## src/rtl/exu_muldiv_sched_if.sv

```systemverilog
// Dispatch-side issue handshake and regfile writeback port of the mul/div scheduler.
interface exu_muldiv_sched_if #(
  parameter int XLEN = 32,
  parameter int RAW  = 5
);
  logic            issue_valid_i;
  logic            issue_ready_o;
  logic [2:0]      issue_op_i;
  logic [XLEN-1:0] issue_rs1_i;
  logic [XLEN-1:0] issue_rs2_i;
  logic [RAW-1:0]  issue_rd_i;
  logic            wb_valid_o;
  logic            wb_ready_i;
  logic [RAW-1:0]  wb_waddr_o;
  logic [XLEN-1:0] wb_wdata_o;

  modport slave (
    input  issue_valid_i, issue_op_i, issue_rs1_i, issue_rs2_i, issue_rd_i, wb_ready_i,
    output issue_ready_o, wb_valid_o, wb_waddr_o, wb_wdata_o
  );

  modport master (
    output issue_valid_i, issue_op_i, issue_rs1_i, issue_rs2_i, issue_rd_i, wb_ready_i,
    input  issue_ready_o, wb_valid_o, wb_waddr_o, wb_wdata_o
  );
endinterface

```

## src/rtl/exu_muldiv_sched.sv

```systemverilog
// M-extension scheduler: one request slot per mul/div unit, shared writeback FIFO,
// per-register pending scoreboard. Outstanding count is the FIFO credit.
module exu_muldiv_sched #(
  parameter int XLEN           = 32,
  parameter int REG_ADDR_WIDTH = 5,
  parameter int WB_DEPTH       = 4,
  parameter int DIV_FIRST      = 1
) (
  input  logic                          clk,
  input  logic                          rst,
  exu_muldiv_sched_if.slave             io,
  input  logic                          flush_i,
  output logic                          mul_valid_o,
  input  logic                          mul_ready_i,
  output logic [1:0]                    mul_op_o,
  output logic [XLEN-1:0]               mul_a_o,
  output logic [XLEN-1:0]               mul_b_o,
  output logic [REG_ADDR_WIDTH-1:0]     mul_rd_o,
  output logic                          div_valid_o,
  input  logic                          div_ready_i,
  output logic [1:0]                    div_op_o,
  output logic [XLEN-1:0]               div_a_o,
  output logic [XLEN-1:0]               div_b_o,
  output logic [REG_ADDR_WIDTH-1:0]     div_rd_o,
  input  logic                          mul_done_i,
  input  logic [XLEN-1:0]               mul_result_i,
  input  logic [REG_ADDR_WIDTH-1:0]     mul_done_rd_i,
  input  logic                          div_done_i,
  input  logic [XLEN-1:0]               div_result_i,
  input  logic [REG_ADDR_WIDTH-1:0]     div_done_rd_i,
  input  logic [REG_ADDR_WIDTH-1:0]     rs1_addr_i,
  input  logic [REG_ADDR_WIDTH-1:0]     rs2_addr_i,
  output logic                          rs1_pending_o,
  output logic                          rs2_pending_o,
  output logic [$clog2(WB_DEPTH):0]     outstanding_o,
  output logic                          busy_o
);
  localparam int RAW  = REG_ADDR_WIDTH;
  localparam int NREG = 1 << RAW;
  localparam int AW   = $clog2(WB_DEPTH);
  localparam int CW   = AW + 1;
  localparam logic [CW-1:0] DEPTH_C = CW'(WB_DEPTH);
  localparam logic [CW-1:0] ONE_C   = {{AW{1'b0}}, 1'b1};

  logic            mul_vld_q, mul_vld_d, div_vld_q, div_vld_d;
  logic [1:0]      mul_op_q, mul_op_d, div_op_q, div_op_d;
  logic [XLEN-1:0] mul_a_q, mul_a_d, mul_b_q, mul_b_d;
  logic [XLEN-1:0] div_a_q, div_a_d, div_b_q, div_b_d;
  logic [RAW-1:0]  mul_rd_q, mul_rd_d, div_rd_q, div_rd_d;
  logic [NREG-1:0] pending_q, pending_d;
  logic [CW-1:0]   outstanding_q, outstanding_d;
  logic [CW-1:0]   wr_ptr_q, wr_ptr_d, rd_ptr_q, rd_ptr_d;
  logic [RAW-1:0]  fifo_rd_q   [WB_DEPTH];
  logic [RAW-1:0]  fifo_rd_d   [WB_DEPTH];
  logic [XLEN-1:0] fifo_data_q [WB_DEPTH];
  logic [XLEN-1:0] fifo_data_d [WB_DEPTH];

  logic            is_div, rd_zero, unit_free, issue_ready, accept;
  logic            mul_hand, div_hand, mul_drop, div_drop, fifo_empty, pop;
  logic            pa_v, pb_v;
  logic [RAW-1:0]  pa_rd, pb_rd;
  logic [XLEN-1:0] pa_data, pb_data;
  logic [CW-1:0]   wp;
  logic [RAW-1:0]  head_rd;

  always_comb begin
    is_div      = io.issue_op_i[2];
    rd_zero     = (io.issue_rd_i == '0);
    unit_free   = is_div ? !div_vld_q : !mul_vld_q;
    // rd==0 ops are architecturally no-ops: take them without touching any resource
    issue_ready = !flush_i && (rd_zero || ((outstanding_q < DEPTH_C) && unit_free
                                           && !pending_q[io.issue_rd_i]));
    accept      = io.issue_valid_i && issue_ready && !rd_zero;

    mul_hand    = mul_vld_q && mul_ready_i;
    div_hand    = div_vld_q && div_ready_i;
    mul_drop    = mul_vld_q && !mul_ready_i && flush_i;
    div_drop    = div_vld_q && !div_ready_i && flush_i;

    fifo_empty  = (wr_ptr_q == rd_ptr_q);
    pop         = !fifo_empty && io.wb_ready_i;
    head_rd     = fifo_rd_q[rd_ptr_q[AW-1:0]];

    mul_vld_d = mul_vld_q;
    mul_op_d  = mul_op_q;
    mul_a_d   = mul_a_q;
    mul_b_d   = mul_b_q;
    mul_rd_d  = mul_rd_q;
    if (mul_hand || mul_drop) mul_vld_d = 1'b0;
    if (accept && !is_div) begin
      mul_vld_d = 1'b1;
      mul_op_d  = io.issue_op_i[1:0];
      mul_a_d   = io.issue_rs1_i;
      mul_b_d   = io.issue_rs2_i;
      mul_rd_d  = io.issue_rd_i;
    end

    div_vld_d = div_vld_q;
    div_op_d  = div_op_q;
    div_a_d   = div_a_q;
    div_b_d   = div_b_q;
    div_rd_d  = div_rd_q;
    if (div_hand || div_drop) div_vld_d = 1'b0;
    if (accept && is_div) begin
      div_vld_d = 1'b1;
      div_op_d  = io.issue_op_i[1:0];
      div_a_d   = io.issue_rs1_i;
      div_b_d   = io.issue_rs2_i;
      div_rd_d  = io.issue_rd_i;
    end

    // WAW stall guarantees the set bit never collides with a cleared one
    pending_d = pending_q;
    if (pop)      pending_d[head_rd]  = 1'b0;
    if (mul_drop) pending_d[mul_rd_q] = 1'b0;
    if (div_drop) pending_d[div_rd_q] = 1'b0;
    if (accept)   pending_d[io.issue_rd_i] = 1'b1;

    outstanding_d = outstanding_q + {{AW{1'b0}}, accept} - {{AW{1'b0}}, pop}
                    - {{AW{1'b0}}, mul_drop} - {{AW{1'b0}}, div_drop};

    if (DIV_FIRST != 0) begin
      pa_v = div_done_i; pa_rd = div_done_rd_i; pa_data = div_result_i;
      pb_v = mul_done_i; pb_rd = mul_done_rd_i; pb_data = mul_result_i;
    end else begin
      pa_v = mul_done_i; pa_rd = mul_done_rd_i; pa_data = mul_result_i;
      pb_v = div_done_i; pb_rd = div_done_rd_i; pb_data = div_result_i;
    end

    fifo_rd_d   = fifo_rd_q;
    fifo_data_d = fifo_data_q;
    wp          = wr_ptr_q;
    if (pa_v) begin
      fifo_rd_d[wp[AW-1:0]]   = pa_rd;
      fifo_data_d[wp[AW-1:0]] = pa_data;
      wp = wp + ONE_C;
    end
    if (pb_v) begin
      fifo_rd_d[wp[AW-1:0]]   = pb_rd;
      fifo_data_d[wp[AW-1:0]] = pb_data;
      wp = wp + ONE_C;
    end
    wr_ptr_d = wp;
    rd_ptr_d = pop ? (rd_ptr_q + ONE_C) : rd_ptr_q;
  end

  always_ff @(posedge clk or posedge rst) begin
    if (rst) begin
      mul_vld_q     <= 1'b0;
      mul_op_q      <= '0;
      mul_a_q       <= '0;
      mul_b_q       <= '0;
      mul_rd_q      <= '0;
      div_vld_q     <= 1'b0;
      div_op_q      <= '0;
      div_a_q       <= '0;
      div_b_q       <= '0;
      div_rd_q      <= '0;
      pending_q     <= '0;
      outstanding_q <= '0;
      wr_ptr_q      <= '0;
      rd_ptr_q      <= '0;
      for (int i = 0; i < WB_DEPTH; i++) begin
        fifo_rd_q[i]   <= '0;
        fifo_data_q[i] <= '0;
      end
    end else begin
      mul_vld_q     <= mul_vld_d;
      mul_op_q      <= mul_op_d;
      mul_a_q       <= mul_a_d;
      mul_b_q       <= mul_b_d;
      mul_rd_q      <= mul_rd_d;
      div_vld_q     <= div_vld_d;
      div_op_q      <= div_op_d;
      div_a_q       <= div_a_d;
      div_b_q       <= div_b_d;
      div_rd_q      <= div_rd_d;
      pending_q     <= pending_d;
      outstanding_q <= outstanding_d;
      wr_ptr_q      <= wr_ptr_d;
      rd_ptr_q      <= rd_ptr_d;
      fifo_rd_q     <= fifo_rd_d;
      fifo_data_q   <= fifo_data_d;
    end
  end

  assign io.issue_ready_o = issue_ready;
  assign io.wb_valid_o    = !fifo_empty;
  assign io.wb_waddr_o    = head_rd;
  assign io.wb_wdata_o    = fifo_data_q[rd_ptr_q[AW-1:0]];

  assign mul_valid_o   = mul_vld_q;
  assign mul_op_o      = mul_op_q;
  assign mul_a_o       = mul_a_q;
  assign mul_b_o       = mul_b_q;
  assign mul_rd_o      = mul_rd_q;
  assign div_valid_o   = div_vld_q;
  assign div_op_o      = div_op_q;
  assign div_a_o       = div_a_q;
  assign div_b_o       = div_b_q;
  assign div_rd_o      = div_rd_q;

  assign rs1_pending_o = (rs1_addr_i != '0) && pending_q[rs1_addr_i];
  assign rs2_pending_o = (rs2_addr_i != '0) && pending_q[rs2_addr_i];
  assign outstanding_o = outstanding_q;
  assign busy_o        = (outstanding_q != '0);
endmodule
```

## src/flat_wrapper.sv

```systemverilog
// flat-port wrapper written by rule: the top's interface ports become plain ports
module exu_muldiv_sched_flat 
#(
  parameter int XLEN           = 32,
  parameter int REG_ADDR_WIDTH = 5,
  parameter int WB_DEPTH       = 4,
  parameter int DIV_FIRST      = 1
)
  (clk, rst, flush_i, mul_valid_o, mul_ready_i, mul_op_o, mul_a_o, mul_b_o, mul_rd_o, div_valid_o, div_ready_i, div_op_o, div_a_o, div_b_o, div_rd_o, mul_done_i, mul_result_i, mul_done_rd_i, div_done_i, div_result_i, div_done_rd_i, rs1_addr_i, rs2_addr_i, rs1_pending_o, rs2_pending_o, outstanding_o, busy_o, io_issue_valid_i, io_issue_op_i, io_issue_rs1_i, io_issue_rs2_i, io_issue_rd_i, io_wb_ready_i, io_issue_ready_o, io_wb_valid_o, io_wb_waddr_o, io_wb_wdata_o);
  exu_muldiv_sched_if #(.XLEN(XLEN)) io_i ();
  input  logic clk;
  input  logic rst;
  input  logic flush_i;
  output logic mul_valid_o;
  input  logic mul_ready_i;
  output logic [1:0] mul_op_o;
  output logic [XLEN-1:0] mul_a_o;
  output logic [XLEN-1:0] mul_b_o;
  output logic [REG_ADDR_WIDTH-1:0] mul_rd_o;
  output logic div_valid_o;
  input  logic div_ready_i;
  output logic [1:0] div_op_o;
  output logic [XLEN-1:0] div_a_o;
  output logic [XLEN-1:0] div_b_o;
  output logic [REG_ADDR_WIDTH-1:0] div_rd_o;
  input  logic mul_done_i;
  input  logic [XLEN-1:0] mul_result_i;
  input  logic [REG_ADDR_WIDTH-1:0] mul_done_rd_i;
  input  logic div_done_i;
  input  logic [XLEN-1:0] div_result_i;
  input  logic [REG_ADDR_WIDTH-1:0] div_done_rd_i;
  input  logic [REG_ADDR_WIDTH-1:0] rs1_addr_i;
  input  logic [REG_ADDR_WIDTH-1:0] rs2_addr_i;
  output logic rs1_pending_o;
  output logic rs2_pending_o;
  output logic [$clog2(WB_DEPTH):0] outstanding_o;
  output logic busy_o;
  input wire logic [$bits(io_i.issue_valid_i)-1:0] io_issue_valid_i;
  input wire logic [$bits(io_i.issue_op_i)-1:0] io_issue_op_i;
  input wire logic [$bits(io_i.issue_rs1_i)-1:0] io_issue_rs1_i;
  input wire logic [$bits(io_i.issue_rs2_i)-1:0] io_issue_rs2_i;
  input wire logic [$bits(io_i.issue_rd_i)-1:0] io_issue_rd_i;
  input wire logic [$bits(io_i.wb_ready_i)-1:0] io_wb_ready_i;
  output wire logic [$bits(io_i.issue_ready_o)-1:0] io_issue_ready_o;
  output wire logic [$bits(io_i.wb_valid_o)-1:0] io_wb_valid_o;
  output wire logic [$bits(io_i.wb_waddr_o)-1:0] io_wb_waddr_o;
  output wire logic [$bits(io_i.wb_wdata_o)-1:0] io_wb_wdata_o;
  assign io_i.issue_valid_i = io_issue_valid_i;
  assign io_i.issue_op_i = io_issue_op_i;
  assign io_i.issue_rs1_i = io_issue_rs1_i;
  assign io_i.issue_rs2_i = io_issue_rs2_i;
  assign io_i.issue_rd_i = io_issue_rd_i;
  assign io_i.wb_ready_i = io_wb_ready_i;
  assign io_issue_ready_o = io_i.issue_ready_o;
  assign io_wb_valid_o = io_i.wb_valid_o;
  assign io_wb_waddr_o = io_i.wb_waddr_o;
  assign io_wb_wdata_o = io_i.wb_wdata_o;
  exu_muldiv_sched #(.XLEN(XLEN), .REG_ADDR_WIDTH(REG_ADDR_WIDTH), .WB_DEPTH(WB_DEPTH), .DIV_FIRST(DIV_FIRST)) u_core (.clk(clk), .rst(rst), .io(io_i), .flush_i(flush_i), .mul_valid_o(mul_valid_o), .mul_ready_i(mul_ready_i), .mul_op_o(mul_op_o), .mul_a_o(mul_a_o), .mul_b_o(mul_b_o), .mul_rd_o(mul_rd_o), .div_valid_o(div_valid_o), .div_ready_i(div_ready_i), .div_op_o(div_op_o), .div_a_o(div_a_o), .div_b_o(div_b_o), .div_rd_o(div_rd_o), .mul_done_i(mul_done_i), .mul_result_i(mul_result_i), .mul_done_rd_i(mul_done_rd_i), .div_done_i(div_done_i), .div_result_i(div_result_i), .div_done_rd_i(div_done_rd_i), .rs1_addr_i(rs1_addr_i), .rs2_addr_i(rs2_addr_i), .rs1_pending_o(rs1_pending_o), .rs2_pending_o(rs2_pending_o), .outstanding_o(outstanding_o), .busy_o(busy_o));
endmodule
```

## config.mk

```make
export PLATFORM = sky130hd
export DESIGN_NAME = exu_muldiv_sched_flat
export DESIGN_NICKNAME = d
export VERILOG_FILES = /design/src/rtl/exu_muldiv_sched_if.sv /design/src/rtl/exu_muldiv_sched.sv /design/src/flat_wrapper.sv
export SDC_FILE = /design/constraint.sdc
export NUM_CORES = 1
export LEC_CHECK = 0
export CAP_MARGIN = 15
export CORE_ASPECT_RATIO = 1.25
export CORE_MARGIN = 3
export CORE_UTILIZATION = 32
export DETAILED_ROUTE_END_ITERATION = 8
export PLACE_DENSITY_LB_ADDON = 0.12
export SLEW_MARGIN = 10
export SYNTH_ARGS = -nofsm -noshare
export SYNTH_HDL_FRONTEND = slang
export SYNTH_SLANG_ARGS = --single-unit
export TNS_END_PERCENT = 10
```

## constraint.sdc

```tcl
create_clock -name clk -period 21.1 [get_ports clk]
set_clock_uncertainty 0.1 [all_clocks]
set_input_delay 3.165 -clock clk [delete_from_list [all_inputs] [get_ports clk]]
set_output_delay 3.165 -clock clk [all_outputs]
set_load 0.03 [all_outputs]
```

* Yosys cells after proc, flatten, opt, wreduce, memory -nomap -nowiden
Cells that the tools add are included. Widths: inputs -> output; s select.
Storage, ports and cells: register bits after elaboration 333, logic and storage cells 143
Cells by class: $add $sub $neg 7, $lt $le $gt $ge 16, equality and inequality tests 1, mux-type cells 47, bitwise operators 10, reductions and logical operators 40
Operators by type and width (number):
- $bwmux 128 | 2
- $mux 128 | 2
- $mux 32 | 8
- $demux 32 s2 | 2
- $and 32x32->32 | 3
- $not 32->32 | 3
- $bmux 32 s2 | 1
- $bwmux 20 | 2
- $mux 20 | 2
- $lt 5x6->1 const B | 6
- $or 32x32->32 | 1
- $logic_and 1x1->1 | 22
- $demux 1 s5 | 4
- $demux 5 s2 | 2
- $ge 5x1->1 const B | 4
- $mux 5 | 4
- $bmux 1 s5 | 3
- $mux 1 | 12
- $bmux 5 s2 | 1
- $reduce_bool 5->1 | 2
- $add 3x1->3 const B | 3
- $ge 3x3->1 const B | 3
- $logic_not 1->1 | 9
- $not 2->3 | 3
- 10 further kinds | 17

* Depth between registers and ports, before layout
Gate-level depths: netlist (run 1).
depth in word-level cells 17, depth in mapped cells 14

* Least setup slack after synthesis (run 1)
OpenSTA, ideal clock, no wires.
kind input to output, from input port rs1_addr_i[0], to output port rs1_pending_o, arrival time 4942 ps, required time 17835 ps, setup slack 12893 ps, stages on the path 4, path buffers 1, path through clkbuf_1 -> mux4_2 -> mux4_2 -> mux2_2
Between the ends: longest elaborated chain between the ends 3, elaborated cells on any way between the ends 4, classes of those cells 2 x mux; 2 x reduce/logical
Ends and longest elaborated chain:
- from (decl) | RTL line flat_wrapper.sv:32 | input logic [REG_ADDR_WIDTH-1:0] rs1_addr_i;
- $bmux 1 s5 | RTL line exu_muldiv_sched.sv:203 | assign rs1_pending_o = (rs1_addr_i != '0) && pending_q[rs1_addr_i];
- $mux 1 (implied by the code) | RTL line exu_muldiv_sched.sv:203
- $logic_and 1x1->1 * | RTL line exu_muldiv_sched.sv:203
- to (decl) | RTL line flat_wrapper.sv:34 | output logic rs1_pending_o;
Every way passes the cells marked *; elsewhere a longest branch is shown, timed or not. The select of a mux whose other input is x is not followed.

* Final worst setup path (run 1)
from input port io_issue_rd_i[1], to output port io_issue_ready_o
Between the ends: longest elaborated chain between the ends 6, elaborated cells on any way between the ends 7, classes of those cells 2 x mux; 5 x reduce/logical
Ends and longest elaborated chain:
- from (decl) | RTL line flat_wrapper.sv:42 | input wire logic [$bits(io_i.issue_rd_i)-1:0] io_issue_rd_i;
- $bmux 1 s5 | RTL line exu_muldiv_sched.sv:72 | && !pending_q[io.issue_rd_i]));
- $mux 1 (implied by the code) | RTL line exu_muldiv_sched.sv:72
- $logic_not 1->1 | RTL line exu_muldiv_sched.sv:72
- $logic_and 1x1->1 | RTL line exu_muldiv_sched.sv:72
- $logic_or 1x1->1 * | RTL line exu_muldiv_sched.sv:71 | issue_ready = !flush_i && (rd_zero || ((outstanding_q < DEPTH_C) && unit_free
- $logic_and 1x1->1 * | RTL line exu_muldiv_sched.sv:71
- to (decl) | RTL line flat_wrapper.sv:44 | output wire logic [$bits(io_i.issue_ready_o)-1:0] io_issue_ready_o;
Marks and branches as above.

==> results of run 1 <==
critical path, delay by kind of cell:
family	cells	cell delay [ns]
buffers and inverters	2	1.78
multiplexers	1	0.59
AO/OA/AOI/OAI	2	0.44
AND/OR/NAND/NOR	2	0.37
routing by layer:
metal  vias to the layer above  routed length, um  share of wire  GRT usage
met4                         4               1410          0.028     0.0577
met1                      6003              20300           0.39      0.227
met5                         -                 17        0.00033          0
met2                       413              26400           0.51      0.332
li1                       5491                  -              -          -
met3                        88               3290          0.064     0.0451
worst paths after layout:
| path | start | endpoint | slack [ns] | cells past startpoint |
|---|---|---|---|---|
| hold reg to reg | u_core.mul_b_o[17]$_DFFE_PP0P_ | u_core.mul_b_o[17]$_DFFE_PP0P_ | 0.38 | 1 |
| max in group asynchronous | rst | u_core.rd_ptr_q[1]$_DFFE_PP0N_ | 15.48 | 4 |
| hold / removal | u_core.mul_b_o[17]$_DFFE_PP0P_ | u_core.mul_b_o[17]$_DFFE_PP0P_ | 0.38 | 1 |
| min in group asynchronous | rst | u_core.div_a_o[29]$_DFFE_PP0P_ | 3.04 | 2 |
| setup / recovery | io_issue_rd_i[1] | io_issue_ready_o | 11.48 | 7 |
| setup reg to reg | u_core.pending_q[28]$_DFF_PP0_ | u_core.mul_a_o[10]$_DFFE_PP0P_ | 17.37 | 7 |
cells in the mapped netlist (2+ instances only):
master	number
ha_1	12
a22oi_1	33
nand4_1	4
buf_4	14
inv_1	14
nor2b_1	6
dfrtp_1	333
nor3b_1	8
buf_1	7
o32ai_1	2
buf_2	5
nand3b_1	8
fa_1	2
mux2_2	117
nand2_1	172
nor2_1	11
nor3_1	7
nand2b_1	6
xor2_1	2
or3b_2	2
o211ai_1	31
nand3_1	8
mux2i_1	158
mux2_1	32
and3b_1	2
clkbuf_1	63
mux4_2	58
and2_1	6
xnor2_1	9
o21ai_0	182
or3_1	3
and3_1	4
logic make-up after synthesis:
logic type,Yosys count,synth area share
and+or+nand+nor,251,0.0702
DFF,333,0.513
xor gates and xnor gates,11,0.00594
muxes,365,0.281
AOI/OAI and AO/OA,254,0.0900
buffers and inverters,103,0.0274
adders and majority gates,14,0.0117
metrics by stage:
stage	hold slack, ns	setup slack [ns]
after global placement	0.368	11.56
after floorplan	0.365	8.61
after global routing	0.399	11.32
after detailed placement	0.375	11.51
after CTS	0.388	11.51
final	0.383	11.48
report_power, final:
part | switching, uW | total [uW] | internal, uW | leakage (uW)
Combinational | 1020 | 1830 | 807 | 0.00467
Sequential | 206 | 1160 | 951 | 0.00408
Clock | 282 | 727 | 445 | 0.000685
Total | 1510 | 3720 | 2200 | 0.00943
state kept, by name, indices dropped and copies added, names as in the netlist, 3 cells and up:
register	cells
u_core.mul_a_o	32
u_core.outstanding_o	3
u_core.mul_b_o	32
u_core.rd_ptr_q	3
u_core.fifo_rd_q	20
u_core.mul_rd_o	5
u_core.div_a_o	32
u_core.div_b_o	32
u_core.div_rd_o	5
u_core.wr_ptr_q	3
u_core.fifo_data_q	128
u_core.pending_q	32
area by class of cell:
| type | instances | area share |
|---|---|---|
| clock buffers | 61 | 0.0558 |
| clock inverters | 12 | 0.00789 |
| inverters | 14 | 0.00277 |
| multi-input cells | 895 | 0.344 |
| flip-flops and latches | 333 | 0.384 |
| well taps | 651 | 0.0375 |
| repair buffers | 367 | 0.168 |
==> results.toml, run 1 <==
[pwr]
irDropWorstVdd_mv = 0.0744
powerDensity_mw_per_mm2 = 171
p_leak_uw = 0.00943
power.total_uw = 3720

[layout]
antennaDiodeCount = 0
final_area_mm2 = 0.0217
final_cell_mix = "clkdlybuf4s50_1 (353), dfrtp_1 (331), o21ai_0 (182)"
regArea_mm2 = 0.00834
layout_commonest_cell = "clkdlybuf4s50_1"
finalCoreUtilization = 0.436
layout.nets = 1830
area_delta_synth_final_pct = 33.8
finalNonFillerCells = 2333
multi_input_area_mm2 = 0.00748
final_layout_size_suffix_gt1_frac = 0.160
fillers = 4637

[place]
hpwl_mm = 34.2
dpl.cell_count = 2258
routabilityCongestion = 0.857
place.port_buffers = 353
dpl_cell_area_mm2 = 0.0203

[sta]
hold_viol_final = 0
grt_setup_unrepaired = "no"
fmax_ghz = 0.104
relSlewSlack = 0.232
tns_ns = 0
finalCritPeriodShare = 0.456
post-route-min-period_ns = 9.62
tightest_slew_ns = 1.14
setup_viol = 0
slew_violations = 0

[route]
vias_per_cell = 5.14
wl_per_cell_um = 22.0
num_vias = 12000
wl_mm = 51.4
drt_iter0_markers = 679
drc = 0
ant_nets = 0
firstDrtPassIters = 6

[critical_path]
cp_slowest_cell = "clkdlybuf4s50_1"
arrival_ns = 6.36
slowest_delay_ns = 1.08
path_max_fanout = 19
worstPathRequired_ns = 17.83
setup.worst_path.start_class = "primary input"
critPathMostFrequentCell = "clkdlybuf4s50_1"
cp_cell_sequence = "clkdlybuf4s50_1 > mux4_2 > a22o_1 > nand3_1 > nand4_1 > a21oi_1 > clkdlybuf4s50_1"
cp-end-kind = "primary output"
criticalPathCategory = "primary input to primary output"

[die]
die_w_um = 207
num_rows = 91
die_y_um = 258
die_area_mm2 = 0.0535
start_util = 0.326
ios = 354
core_area_mm2 = 0.0498

[clock_tree]
cts_sinks = 333
clk_pin_slew_worst_paths_ns = 0.05
hold_buffers = 0
cts_resized = 0
cts_setup_buffers = 0
htreeDepth = 2
cts_buffers = 40
cts_tree = "done"
clockBufferDepth = 3
clock_latency_ns = 0.56
cts_root_buf = "clkbuf_16"

[logic_synthesis]
ys_ff_latch = 333
synth_area_leaders = "dfrtp_1 (51%), mux2i_1 (9.7%), mux2_2 (8.1%)"
synth_edf_count = 0
synth-async-reset-ratio = 1.00
syn_nets = 1510
synthFlopType = "dfrtp_1"
syn-cell-area_mm2 = 0.0162
synth_seq_area_share = 0.513
synth_cell_types = 42
avgSynthCellArea_um2 = 12.2
syn_inst = 1331
yosysTopAreaCellShare = 0.513
yosys_warnings = 0
synth_area_leader_cell = "dfrtp_1"

[job]
maxCapViolCount = 0

[global_routing]
grt_pass1_wl_mm = 78.6
grt_overflow = 0
antenna_found_initial = 2
grt_pass1_vias = 12500
grt_max_degree = 137
grtUsageTotal = 0.188

[run_status]
status = "finished, final reports clean"

[hold_path]
min_path_type = "register to register"
Power figures use the tool's default switching activity.
==> inputs of run 2 (changes only) <==
==> constraint.sdc (replaced) <==
create_clock -name clk -period 7.75 [get_ports clk]
set_clock_uncertainty 0.1 [all_clocks]
set_input_delay 1.1625 -clock clk [delete_from_list [all_inputs] [get_ports clk]]
set_output_delay 1.1625 -clock clk [all_outputs]
set_load 0.03 [all_outputs]
==> results.toml, run 2 (same netlist as run 1, synthesis figures left out) <==
[run_status]
status = "finished, final reports clean"

[clock_tree]
clk_pin_slew_worst_paths_ns = 0.06
cts_root_buf = "clkbuf_16"
htreeDepth = 2
cts_sinks = 333
cts_buffers = 39
hold_buffers = 0
clock_latency_ns = 0.55
cts_resized = 0
cts_tree = "done"
clockBufferDepth = 3
cts_setup_buffers = 0

[layout]
largest_reg_flops = 128
antennaDiodeCount = 0
final_cell_mix = "clkdlybuf4s50_1 (353), dfrtp_1 (331), o21ai_0 (182)"
final_layout_size_suffix_gt1_frac = 0.157
fillers = 4707
largest-register = "u_core.fifo_data_q"
regArea_mm2 = 0.00834
layout.nets = 1831
area_delta_synth_final_pct = 33.0
layout_commonest_cell = "clkdlybuf4s50_1"
multi_input_area_mm2 = 0.00747
final_area_mm2 = 0.0216

[critical_path]
setup.worst_path.start_class = "primary input"
crit_start = "io_issue_rd_i[1]"
slowest_delay_ns = 1.05
r2r_setup_slack_ns = 4.01
path_max_fanout = 19
r2r_end = "u_core.outstanding_o[2]$_DFF_PP0_"
setup.worst_path.end = "io_issue_ready_o"
r2r-start = "u_core.rd_ptr_q[0]$_DFFE_PP0N_"
worstPathRequired_ns = 6.49
crit_family = "buffers and inverters"
cp-end-kind = "primary output"
rr_worst_depth = 11
path_buf_inv = 2
worst-path-stages = 7
criticalPathCategory = "primary input to primary output"
cp_slowest_cell = "clkdlybuf4s50_1"
cp_cell_sequence = "clkdlybuf4s50_1 > mux4_2 > a22o_1 > nand3_1 > nand4_1 > a21oi_1 > clkdlybuf4s50_1"
critPathMostFrequentCell = "clkdlybuf4s50_1"
arrival_ns = 4.26

[global_routing]
antenna_found_initial = 2
grt_max_degree = 137
grt_pass1_vias = 12700
grt_pass1_wl_mm = 78.8
grt_overflow = 0
grtUsageTotal = 0.188

[sta]
finalCritPeriodShare = 0.712
hold_viol_final = 0
setup_viol = 0
relSlewSlack = 0.187
tns_ns = 0
fmax_ghz = 0.181
slew_violations = 0
post-route-min-period_ns = 5.52
grt_setup_unrepaired = "no"
tightest_slew_ns = 1.22

[hold_path]
min_path_type = "register to register"
min_delay_path_depth = 1

[die]
die_area_mm2 = 0.0535
start_util = 0.326
die_w_um = 207
die_y_um = 258
core_area_mm2 = 0.0498
ios = 354
num_rows = 91

[job]
maxCapViolCount = 0

[pwr]
p_leak_uw = 0.00935
powerDensity_mw_per_mm2 = 460
irDropWorstVdd_mv = 0.245

[route]
firstDrtPassIters = 6
wl_per_cell_um = 22.1
vias_per_cell = 5.17
ant_nets = 0
num_vias = 12000
drt_iter0_markers = 659
wl_mm = 51.6
drc = 0

[place]
place.port_buffers = 353
dpl_cell_area_mm2 = 0.0204
routabilityCongestion = 0.831
hpwl_mm = 34.8
## run 2: changes by cell type in the layout (fill, tap and decap cells not counted), moves of 2 or more
cell	before	now
clkbuf_8	11	9
inv_6	3	1
bufinv_16	4	0
buf_4	11	13
clkinvlp_4	0	3
clkbuf_1	9	11
## run 2: power breakdown
group / total (uW) / leakage [uW] / switching (uW) / internal [uW]
Combinational: 5000 / 0.00467 / 2800 / 2200
Sequential: 3150 / 0.00408 / 557 / 2590
Clock: 1780 / 0.000598 / 740 / 1040
## run 2: stage by stage
step                      cells  setup slack [ns]  total power (uW)   util  hold slack [ns]
final                      2330              2.23              9920  0.434            0.384
after floorplan            1331              2.04              6150      -            0.365
after CTS                  2329              2.26             10100  0.434            0.389
after global routing       2330              2.03             10500  0.434            0.403
after detailed placement   2261              2.26              8230  0.409            0.376
after global placement     2261              2.25              8150  0.409            0.369
## run 2: layer usage
layer | vias up | part of all wire | global-route usage
li1 | 5488 | - | -
met1 | 6070 | 0.40 | 0.228
met2 | 397 | 0.52 | 0.336
met3 | 78 | 0.064 | 0.0451
met4 | 4 | 0.022 | 0.0489
met5 | - | 0.00066 | 0
## run 2: area by class of cell
class                      instances  share of cell area
inverter                          14             0.00261
tap                              651              0.0377
multi-input combinational        895               0.346
sequential                       333               0.386
clock inverter                     8             0.00278
clock buffer                      60              0.0540
timing repair buffer             369               0.170
## run 2: worst min-delay path by stage
stage | slack (ns) | end | startpoint
after detailed placement | 0.38 | u_core.mul_b_o[26]$_DFFE_PP0P_ | u_core.mul_b_o[26]$_DFFE_PP0P_
after CTS | 0.39 | u_core.mul_b_o[17]$_DFFE_PP0P_ | u_core.mul_b_o[17]$_DFFE_PP0P_
after global placement | 0.37 | u_core.mul_b_o[26]$_DFFE_PP0P_ | u_core.mul_b_o[26]$_DFFE_PP0P_
final | 0.38 | u_core.mul_b_o[20]$_DFFE_PP0P_ | u_core.mul_b_o[20]$_DFFE_PP0P_
after floorplan | 0.36 | u_core.rd_ptr_q[2]$_DFFE_PP0N_ | u_core.rd_ptr_q[2]$_DFFE_PP0N_
after global routing | 0.40 | u_core.mul_b_o[16]$_DFFE_PP0P_ | u_core.mul_b_o[16]$_DFFE_PP0P_
==> inputs of run 3 (changes only) <==
==> constraint.sdc (replaced) <==
create_clock -name clk -period 5.7 [get_ports clk]
set_clock_uncertainty 0.1 [all_clocks]
set_input_delay 0.855 -clock clk [delete_from_list [all_inputs] [get_ports clk]]
set_output_delay 0.855 -clock clk [all_outputs]
set_load 0.03 [all_outputs]
==> results.toml, run 3 (same netlist as run 1, synthesis figures left out) <==
[global_routing]
grt_pass1_vias = 12700
grt_max_degree = 97
grt_pass1_wl_mm = 79.1
grt_overflow = 0
antenna_found_initial = 5
grtUsageTotal = 0.189

[sta]
fmax_ghz = 0.206
setup_viol = 0
relSlewSlack = 0.160
post-route-min-period_ns = 4.85
finalCritPeriodShare = 0.850
grt_setup_unrepaired = "no"
tightest_slew_ns = 1.26
slew_violations = 0
hold_viol_final = 0
tns_ns = 0

[die]
core_area_mm2 = 0.0498
die_y_um = 258
die_area_mm2 = 0.0535
ios = 354
start_util = 0.326
num_rows = 91
die_w_um = 207

[critical_path]
criticalPathCategory = "primary input to primary output"
worstPathRequired_ns = 4.74
arrival_ns = 3.89
setup.worst_path.start_class = "primary input"
path_max_fanout = 14
cp-end-kind = "primary output"

[run_status]
status = "finished, final reports clean"

[place]
dpl_cell_area_mm2 = 0.0204
routabilityCongestion = 0.871
place.port_buffers = 353
hpwl_mm = 35.5

[route]
routed-wl-met2_mm = 26.7
firstDrtPassIters = 5
ant_nets = 0
drc = 0
vias_per_cell = 5.18
wl_mm = 51.8
routed-wl-met3_mm = 3.45
drt_iter0_markers = 630
drt-met1-wl_mm = 20.2
num_vias = 12100
wl_per_cell_um = 22.2
top_layer = "met5"

[layout]
multi_input_area_mm2 = 0.00747
final_area_mm2 = 0.0216
regArea_mm2 = 0.00834
final_cell_mix = "clkdlybuf4s50_1 (353), dfrtp_1 (331), o21ai_0 (182)"
layout_commonest_cell = "clkdlybuf4s50_1"
area_delta_synth_final_pct = 33.2
layout.nets = 1836
largest-register = "u_core.fifo_data_q"
fillers = 4681
largest_reg_flops = 128
final_layout_size_suffix_gt1_frac = 0.160

[pwr]
irDropWorstVdd_mv = 0.307
p_leak_uw = 0.00938
power.total_uw = 13500
powerDensity_mw_per_mm2 = 623

[job]
maxCapViolCount = 0

[clock_tree]
hold_buffers = 0
clockBufferDepth = 3
clk_pin_slew_worst_paths_ns = 0.06
cts_tree = "done"
cts_setup_buffers = 0
cts_sinks = 333
cts_root_buf = "clkbuf_16"
clock_latency_ns = 0.54
cts_buffers = 39
htreeDepth = 2
cts_resized = 0

[hold_path]
min_path_type = "register to register"
==> run 3: changes by cell type in the layout (fill, tap and decap cells not counted), sizes merged <==
cell / delta
buf: +5
diode: +2
bufinv: +1
clkinv: +1
clkinvlp: +1
clkbuf: -4
==> run 3: final cells by class <==
type                            count  area share
Antenna cell                        2    0.000231
Clock buffer                       56      0.0513
Clock inverter                     11     0.00440
Inverter                           14     0.00260
Multi-Input combinational cell    895       0.346
Sequential cell                   333       0.385
Tap cell                          651      0.0377
Timing Repair Buffer              374       0.173
==> run 3: per-layer routing <==
layer,GRT usage,vias to the layer above
met5,0,-
met4,0.0604,6
met3,0.0486,102
met2,0.334,399
met1,0.226,6094
li1,-,5502
==> run 3: critical path, cell delays in order <==
cell	delay (ns)
clkdlybuf4s50_1	0.85
mux4_2	0.56
nor2b_1	0.15
a211oi_2	0.25
nand4_1	0.28
a21oi_1	0.23
clkdlybuf4s50_1	0.70
==> run 3: per-stage QoR <==
stage | utilization | setup WS [ns] | hold WS (ns) | std cells
final | 0.435 | 0.854 | 0.383 | 2336
after global routing | 0.435 | 0.642 | 0.390 | 2336
after CTS | 0.434 | 0.861 | 0.387 | 2332
after detailed placement | 0.410 | 0.777 | 0.375 | 2265
after global placement | 0.410 | 0.803 | 0.370 | 2265
after floorplan | - | 0.296 | 0.365 | 1331
==> run 3: final timing paths <==
| check | start | to | slack (ns) | depth (start not counted) |
|---|---|---|---|---|
| worst min register to register | u_core.mul_b_o[16]$_DFFE_PP0P_ | u_core.mul_b_o[16]$_DFFE_PP0P_ | 0.38 | 1 |
| worst max register to register | u_core.pending_q[27]$_DFF_PP0_ | u_core.outstanding_o[2]$_DFF_PP0_ | 2.16 | 11 |
| min in group asynchronous | rst | u_core.div_b_o[17]$_DFFE_PP0P_ | 0.76 | 2 |
| max in group asynchronous | rst | u_core.div_a_o[18]$_DFFE_PP0P_ | 3.67 | 3 |
| worst max-delay path | io_issue_rd_i[0] | io_issue_ready_o | 0.85 | 7 |
| worst min-delay path | u_core.mul_b_o[16]$_DFFE_PP0P_ | u_core.mul_b_o[16]$_DFFE_PP0P_ | 0.38 | 1 |
==> run 3: report_power, final <==
group	leakage, uW	switching (uW)	internal (uW)	total (uW)
combinational	0.00471	3760	3000	6760
clock	0.000586	1010	1400	2410
sequential	0.00408	790	3520	4310
total	0.00938	5560	7920	13500
